## src/rtl/mp64_clkgate_ctrl.sv

```systemverilog
// Clock-gate enable controller for one gated domain.
// Idle detection, sleep handshake, and timed wake in the always-on domain.
module mp64_clkgate_ctrl #(
    parameter int IDLE_CYCLES = 16,
    parameter int WAKE_CYCLES = 2,
    parameter int DRAIN_MAX   = 64,
    parameter int CNT_W       = 8
) (
    input  logic        clk,
    input  logic        rst_n,
    input  logic        busy,
    input  logic        wake_req,
    input  logic        force_on,
    input  logic        sleep_ack,
    output logic        clk_en,
    output logic        sleep_req,
    output logic        awake,
    output logic        wake_done,
    output logic        drain_timeout,
    output logic [15:0] gate_count
);

    typedef enum logic [1:0] {
        ST_RUN,
        ST_DRAIN,
        ST_GATED,
        ST_WAKE
    } state_t;

    localparam logic [CNT_W-1:0] IDLE_LAST  = CNT_W'(IDLE_CYCLES - 1);
    localparam logic [CNT_W-1:0] DRAIN_LAST = CNT_W'(DRAIN_MAX - 1);
    localparam logic [CNT_W-1:0] WAKE_LAST  = CNT_W'(WAKE_CYCLES - 1);

    state_t             r_state;
    logic [CNT_W-1:0]   r_cnt;
    logic               r_clk_en;
    logic               r_sleep_req;
    logic               r_awake;
    logic               r_wake_done;
    logic               r_drain_timeout;
    logic [15:0]        r_gate_count;

    logic               w_hold;
    logic [CNT_W-1:0]   w_cnt_inc;

    assign w_hold    = busy | wake_req | force_on;
    assign w_cnt_inc = r_cnt + 1'b1;

    always_ff @(posedge clk or negedge rst_n) begin
        if (!rst_n) begin
            r_state         <= ST_RUN;
            r_cnt           <= '0;
            r_clk_en        <= 1'b1;
            r_sleep_req     <= 1'b0;
            r_awake         <= 1'b1;
            r_wake_done     <= 1'b0;
            r_drain_timeout <= 1'b0;
            r_gate_count    <= 16'd0;
        end else begin
            r_wake_done     <= 1'b0;
            r_drain_timeout <= 1'b0;
            unique case (r_state)
                ST_RUN: begin
                    if (w_hold) begin
                        r_cnt <= '0;
                    end else if (r_cnt == IDLE_LAST) begin
                        r_state     <= ST_DRAIN;
                        r_cnt       <= '0;
                        r_sleep_req <= 1'b1;
                    end else begin
                        r_cnt <= w_cnt_inc;
                    end
                end
                // Any hold aborts the drain, even alongside sleep_ack.
                ST_DRAIN: begin
                    if (w_hold) begin
                        r_state     <= ST_RUN;
                        r_cnt       <= '0;
                        r_sleep_req <= 1'b0;
                    end else if (sleep_ack) begin
                        r_state  <= ST_GATED;
                        r_cnt    <= '0;
                        r_clk_en <= 1'b0;
                        r_awake  <= 1'b0;
                        if (r_gate_count != 16'hFFFF) begin
                            r_gate_count <= r_gate_count + 16'd1;
                        end
                    end else if (r_cnt == DRAIN_LAST) begin
                        r_state         <= ST_RUN;
                        r_cnt           <= '0;
                        r_sleep_req     <= 1'b0;
                        r_drain_timeout <= 1'b1;
                    end else begin
                        r_cnt <= w_cnt_inc;
                    end
                end
                ST_GATED: begin
                    if (wake_req || force_on) begin
                        r_state     <= ST_WAKE;
                        r_cnt       <= '0;
                        r_clk_en    <= 1'b1;
                        r_sleep_req <= 1'b0;
                    end
                end
                ST_WAKE: begin
                    if (r_cnt == WAKE_LAST) begin
                        r_state     <= ST_RUN;
                        r_cnt       <= '0;
                        r_awake     <= 1'b1;
                        r_wake_done <= 1'b1;
                    end else begin
                        r_cnt <= w_cnt_inc;
                    end
                end
                default: begin
                    r_state     <= ST_RUN;
                    r_cnt       <= '0;
                    r_clk_en    <= 1'b1;
                    r_sleep_req <= 1'b0;
                    r_awake     <= 1'b1;
                end
            endcase
        end
    end

    assign clk_en        = r_clk_en;
    assign sleep_req     = r_sleep_req;
    assign awake         = r_awake;
    assign wake_done     = r_wake_done;
    assign drain_timeout = r_drain_timeout;
    assign gate_count    = r_gate_count;

endmodule

```

## config.mk

```make
export PLATFORM = sky130hd
export DESIGN_NAME = mp64_clkgate_ctrl
export DESIGN_NICKNAME = d
export VERILOG_FILES = /design/src/rtl/mp64_clkgate_ctrl.sv
export SDC_FILE = /design/constraint.sdc
export NUM_CORES = 1
export LEC_CHECK = 0
export ABC_CLOCK_PERIOD_IN_PS = 3700
export CORE_MARGIN = 3
export CORE_UTILIZATION = 57
export CTS_CLUSTER_DIAMETER = 80
export DETAILED_ROUTE_END_ITERATION = 8
export PLACE_DENSITY = 0.84
export RECOVER_POWER = 100
export SLEW_MARGIN = 20
export SYNTH_ARGS = -nofsm -noshare
export SYNTH_HDL_FRONTEND = slang
export SYNTH_SLANG_ARGS = --single-unit
```

## constraint.sdc

```tcl
create_clock -name clk -period 3.7 [get_ports clk]
set_input_delay 1.11 -clock clk [delete_from_list [all_inputs] [get_ports clk]]
set_output_delay 1.11 -clock clk [all_outputs]
set_load 0.02 [all_outputs]
```

# Word level (Yosys, flattened, before mapping)
# Index checks and enable logic that the tools add are counted.
# word_totals
reg_bits	31
inputBits	6
out_inout_bits	21
word_cells	74
# op_classes
n_addsub	2
n_eq_ne	16
muxes	35
bitwise_logic	3
n_reduce_logical	10
# ops
operator	n
8-bit 2-to-1 mux	7
8-bit one-hot mux with 4 select lines	1
16-bit by 1-bit adder with 16-bit output (second input constant)	1
1-bit 2-to-1 mux	16
16-bit != test (second input constant)	1
2-bit 2-to-1 mux	7
2-bit != test (second input constant)	6
4-bit AND reduction	3
8-bit by 1-bit adder with 8-bit output (second input constant)	1
8-bit by 1-bit equality test with 1-bit output (second input constant)	1
8-bit by 4-bit equality test with 1-bit output (second input constant)	1
8-bit by 6-bit equality test with 1-bit output (second input constant)	1
2-bit one-hot mux with 4 select lines	1
3-bit != test (second input constant)	2
6-bit AND reduction	1
5-bit AND reduction	1
2-bit equality test (second input constant)	2
4-bit != test (second input constant)	1
1-bit one-hot mux with 2 select lines	2
2-bit nonzero test	2
1-bit one-hot mux with 3 select lines	1
3-bit nonzero test	1
2-bit by 1-bit equality test with 1-bit output (second input constant)	1
2-bit logical NOT	1
other kinds (3)	4

# Longest topological paths before layout
# depth
word_depth	5
ltp_mapped	8
mapped_depth_nobuf	7

# Least setup slack after synthesis
# No wires, ideal clock.
# synth_timing
path_kind	input to register
startpoint	input busy
endpoint	register r_gate_count[15] (netlist: gate_count[15])
setup_time_ps	127
t_arrival_ps	2788
required_ps	3573
slack_ps	785
path_stages	5
n_path_buf	0
cell_sequence	or4b_4 -> or4b_4 -> nor2_2 -> and4_1 -> mux2_1
# synth_between
elab_chain_len	4
# synth_lines
item	line	rtl
start, declared	11	input logic busy,
1-bit bitwise OR (2 in a row)	46	assign w_hold = busy | wake_req | force_on;
1-bit NOT (no line)	n/a	
4-bit AND reduction (no line)	n/a	
end signal, assigned	86	r_gate_count <= r_gate_count + 16'd1;
end, declared	41	logic [15:0] r_gate_count;
# Every way passes these cells.
# A chain may end at the register's enable or synchronous reset.

# Worst setup path in the final report
# layout_timing
startpoint	input wake_req
endpoint	register r_gate_count[15] (netlist: gate_count[15])
# layout_between
elab_chain_len	4
# layout_lines
item	line	rtl
start, declared	12	input logic wake_req,
1-bit bitwise OR (2 in a row)	46	
1-bit NOT (no line)	n/a	
4-bit AND reduction (no line)	n/a	
# Every way passes these cells.

==> metrics.cfg <==
[synthesis]
yosys.cell_count.top_type = dfrtp_1
synthTopCellsByArea = dfrtp_1, ha_1, nand3_1
ys_seq_area_share_pct = 46.9
synth-edff-count = 0
ys_types = 39
yosys_register_bits = 31
synth_nets = 186
synth_cells = 173
netlist_area_mm2 = 0.00166
avgSynthCellArea_um2 = 9.58
synth-warning-count = 0
yosys-top-cells-count = dfrtp_1, nand2_1, nor2_1, nand3_1, inv_1
synthFlopType = dfrtp_1
yosys.area.top_type_share_pct = 43.8
synthArstFlopShare_pct = 100
yosys.area.top_type = dfrtp_1

[clock_tree]
clk_pin_slew_ps = 100
numCtsBuffers = 5
cts_sinks = 31
clock_path_buffers = 2
postCtsHoldBufs = 0
postCtsSetupBuffers = 0
cts_tree = built
cts-resized-gates = 0
clockRootBuffer = clkbuf_4
clk_latency_ps = 330
cts_max_level = 2

[final_layout]
layout.area.seq_um2 = 778
drive_above_1_share_pct = 5.85
fin_area_mm2 = 0.00200
instances_no_fill = 235
diodes = 0
nets = 217
post-route-util_pct = 76.7
multi_input_area_um2 = 803
nFillCells = 191
syn2layout_area_growth_pct = 20.9

[route]
drt_iter0_drc = 56
drcViolationCount = 0
firstDrtPassIters = 4
vias = 1462
drtAntennaViolNets = 0
post_drt_wl_per_cell_um = 15.6
wl_mm = 3.66
viasPerCell = 6.22

[power_and_ir_drop]
ir_worst_vdd_mv = 0.341
power_switching_mw = 0.193
p_total_mw = 0.690
powerDensity_mw_per_mm2 = 344
p_sw_share_pct = 28.0
power.leakage_nw = 0.958
power_frac_seq_pct = 51.6
intPower_mw = 0.496
power_frac_comb_pct = 15.3
clkPwrFrac_pct = 33.0

[worst_setup_path]
path_class = input port to register
ff2ff_path_depth = 7
cp.arrival_ps = 3540
critical_path.cell_chain = dlygate4sd3_1 > or4b_1 > or4b_4 > nor2_1 > and4_1 > mux2_1
critPathMaxStageDelay_ps = 610
setup.worst_path.end_class = register
start_kind = input port
cp_max_fo = 4
critPathSlowestCell = or4b_1
required_ps = 3920

[timing]
finalClockSkew_ps = 6.20
fin_crit_ps = 3320
fmax_ghz = 0.301
hold_viol = 0
period_share_pct = 89.7
hold_slack_ps = 510
fin_tns_setup_ps = 0
slew_headroom_pct = -9.50
grt_setup_unrepaired = no
setup_viol = 0
worst_slew_pin_slew_ps = 1640
maxSlewViolCount = 32
setup_ws_ps = 380

[placement]
pre_cts_ws_ps = 247
gp_congestion = 0.861
dpl_cell_area_mm2 = 0.00195
hpwlAfterDp_mm = 2.72
dp_cells = 227
io_buffers = 26

[grt]
grt_overflow_total = 0
grt_max_degree = 32
antenna_found_initial = 0
grt_pass1_wl_mm = 6.27
first_global_vias = 1488
grt_use_total_pct = 23.0

[worst_hold_path]
hp-class = register to register
min_path_cells = 1

[run]
drv_cap = 1

[die]
die_h_um = 59.9
die_w_um = 59.9
ios = 27
rows = 18
start_util_pct = 63.5
die_area_mm2 = 0.00359
core_area_mm2 = 0.00261

[status]
violations = capacitance limit, slew limit
outcome = finished with violations

[path summary, 6_finish.rpt]
kind | start | end | slack [ps]
hold / removal | gate_count[6] | gate_count[6] | 510
setup / recovery | wake_req | gate_count[15] | 380
min in group asynchronous | rst_n | gate_count[1] | 1720
hold reg to reg | gate_count[6] | gate_count[6] | 510
setup reg to reg | register | gate_count[15] | 1050
max in group asynchronous | rst_n | sleep_req | 1030
[worst max-delay path, delay by kind of cell]
kind	cells	cell delay [ps]
simple gates	4	1540
mux	1	320
buf+inv	1	580
[layout by cell type, fill, tap and decap left out, drive strengths merged, types with 5 or more instances in the layout]
master,count
nand4,7
nand3,14
inv,13
xnor2,6
nor2,17
ha,7
a21oi,9
nand2,16
dfrtp,29
a31oi,6
dlygate4sd3,23
xor2,5
clkbuf,10
[power by group through the flow]
stage | clock (mW) | sequential [mW] | combinational (mW)
3_3_place_gp | 0 | 0.362 | 0.101
2_1_floorplan | 0 | 0.363 | 0.0681
4_1_cts | 0.234 | 0.356 | 0.109
5_1_grt | 0.245 | 0.358 | 0.119
3_5_place_dp | 0 | 0.362 | 0.108
6_report | 0.228 | 0.356 | 0.106
[routing by layer]
layer	up-vias	track usage [%]	part of all wire (%)
met2	53	41.2	55
li1	682	-	-
met5	-	0	0
met1	725	25.2	39
met4	0	9.49	0.30
met3	2	6.26	6.1
[area by class of cell]
class / instances / share of cell area, %
inverter: 13 / 2.43
timing repair buffer: 28 / 13.4
clock buffer: 8 / 3.43
tap: 30 / 1.87
multi-input combinational: 125 / 40.1
sequential: 31 / 38.8
[sequential cells by signal, summed over array words and instances, names as in the netlist, named ones only]
register and flops:
sleep_req 1, wake_done 1, r_cnt 8, gate_count 16
clk_en 1, r_state 1, drain_timeout 1, awake 1
[logic make-up after synthesis]
kind of cell	count (synthesis)	synth area share (%)
muxes	4	2.57
and+or+nand+nor	74	24.0
AOI/OAI and AO/OA	29	11.5
adders and majority gates	7	5.28
xor gates and xnor gates	11	5.81
buffers and inverters	17	3.92
DFF	31	46.9
Note: power is estimated with default switching activity, not from simulation.
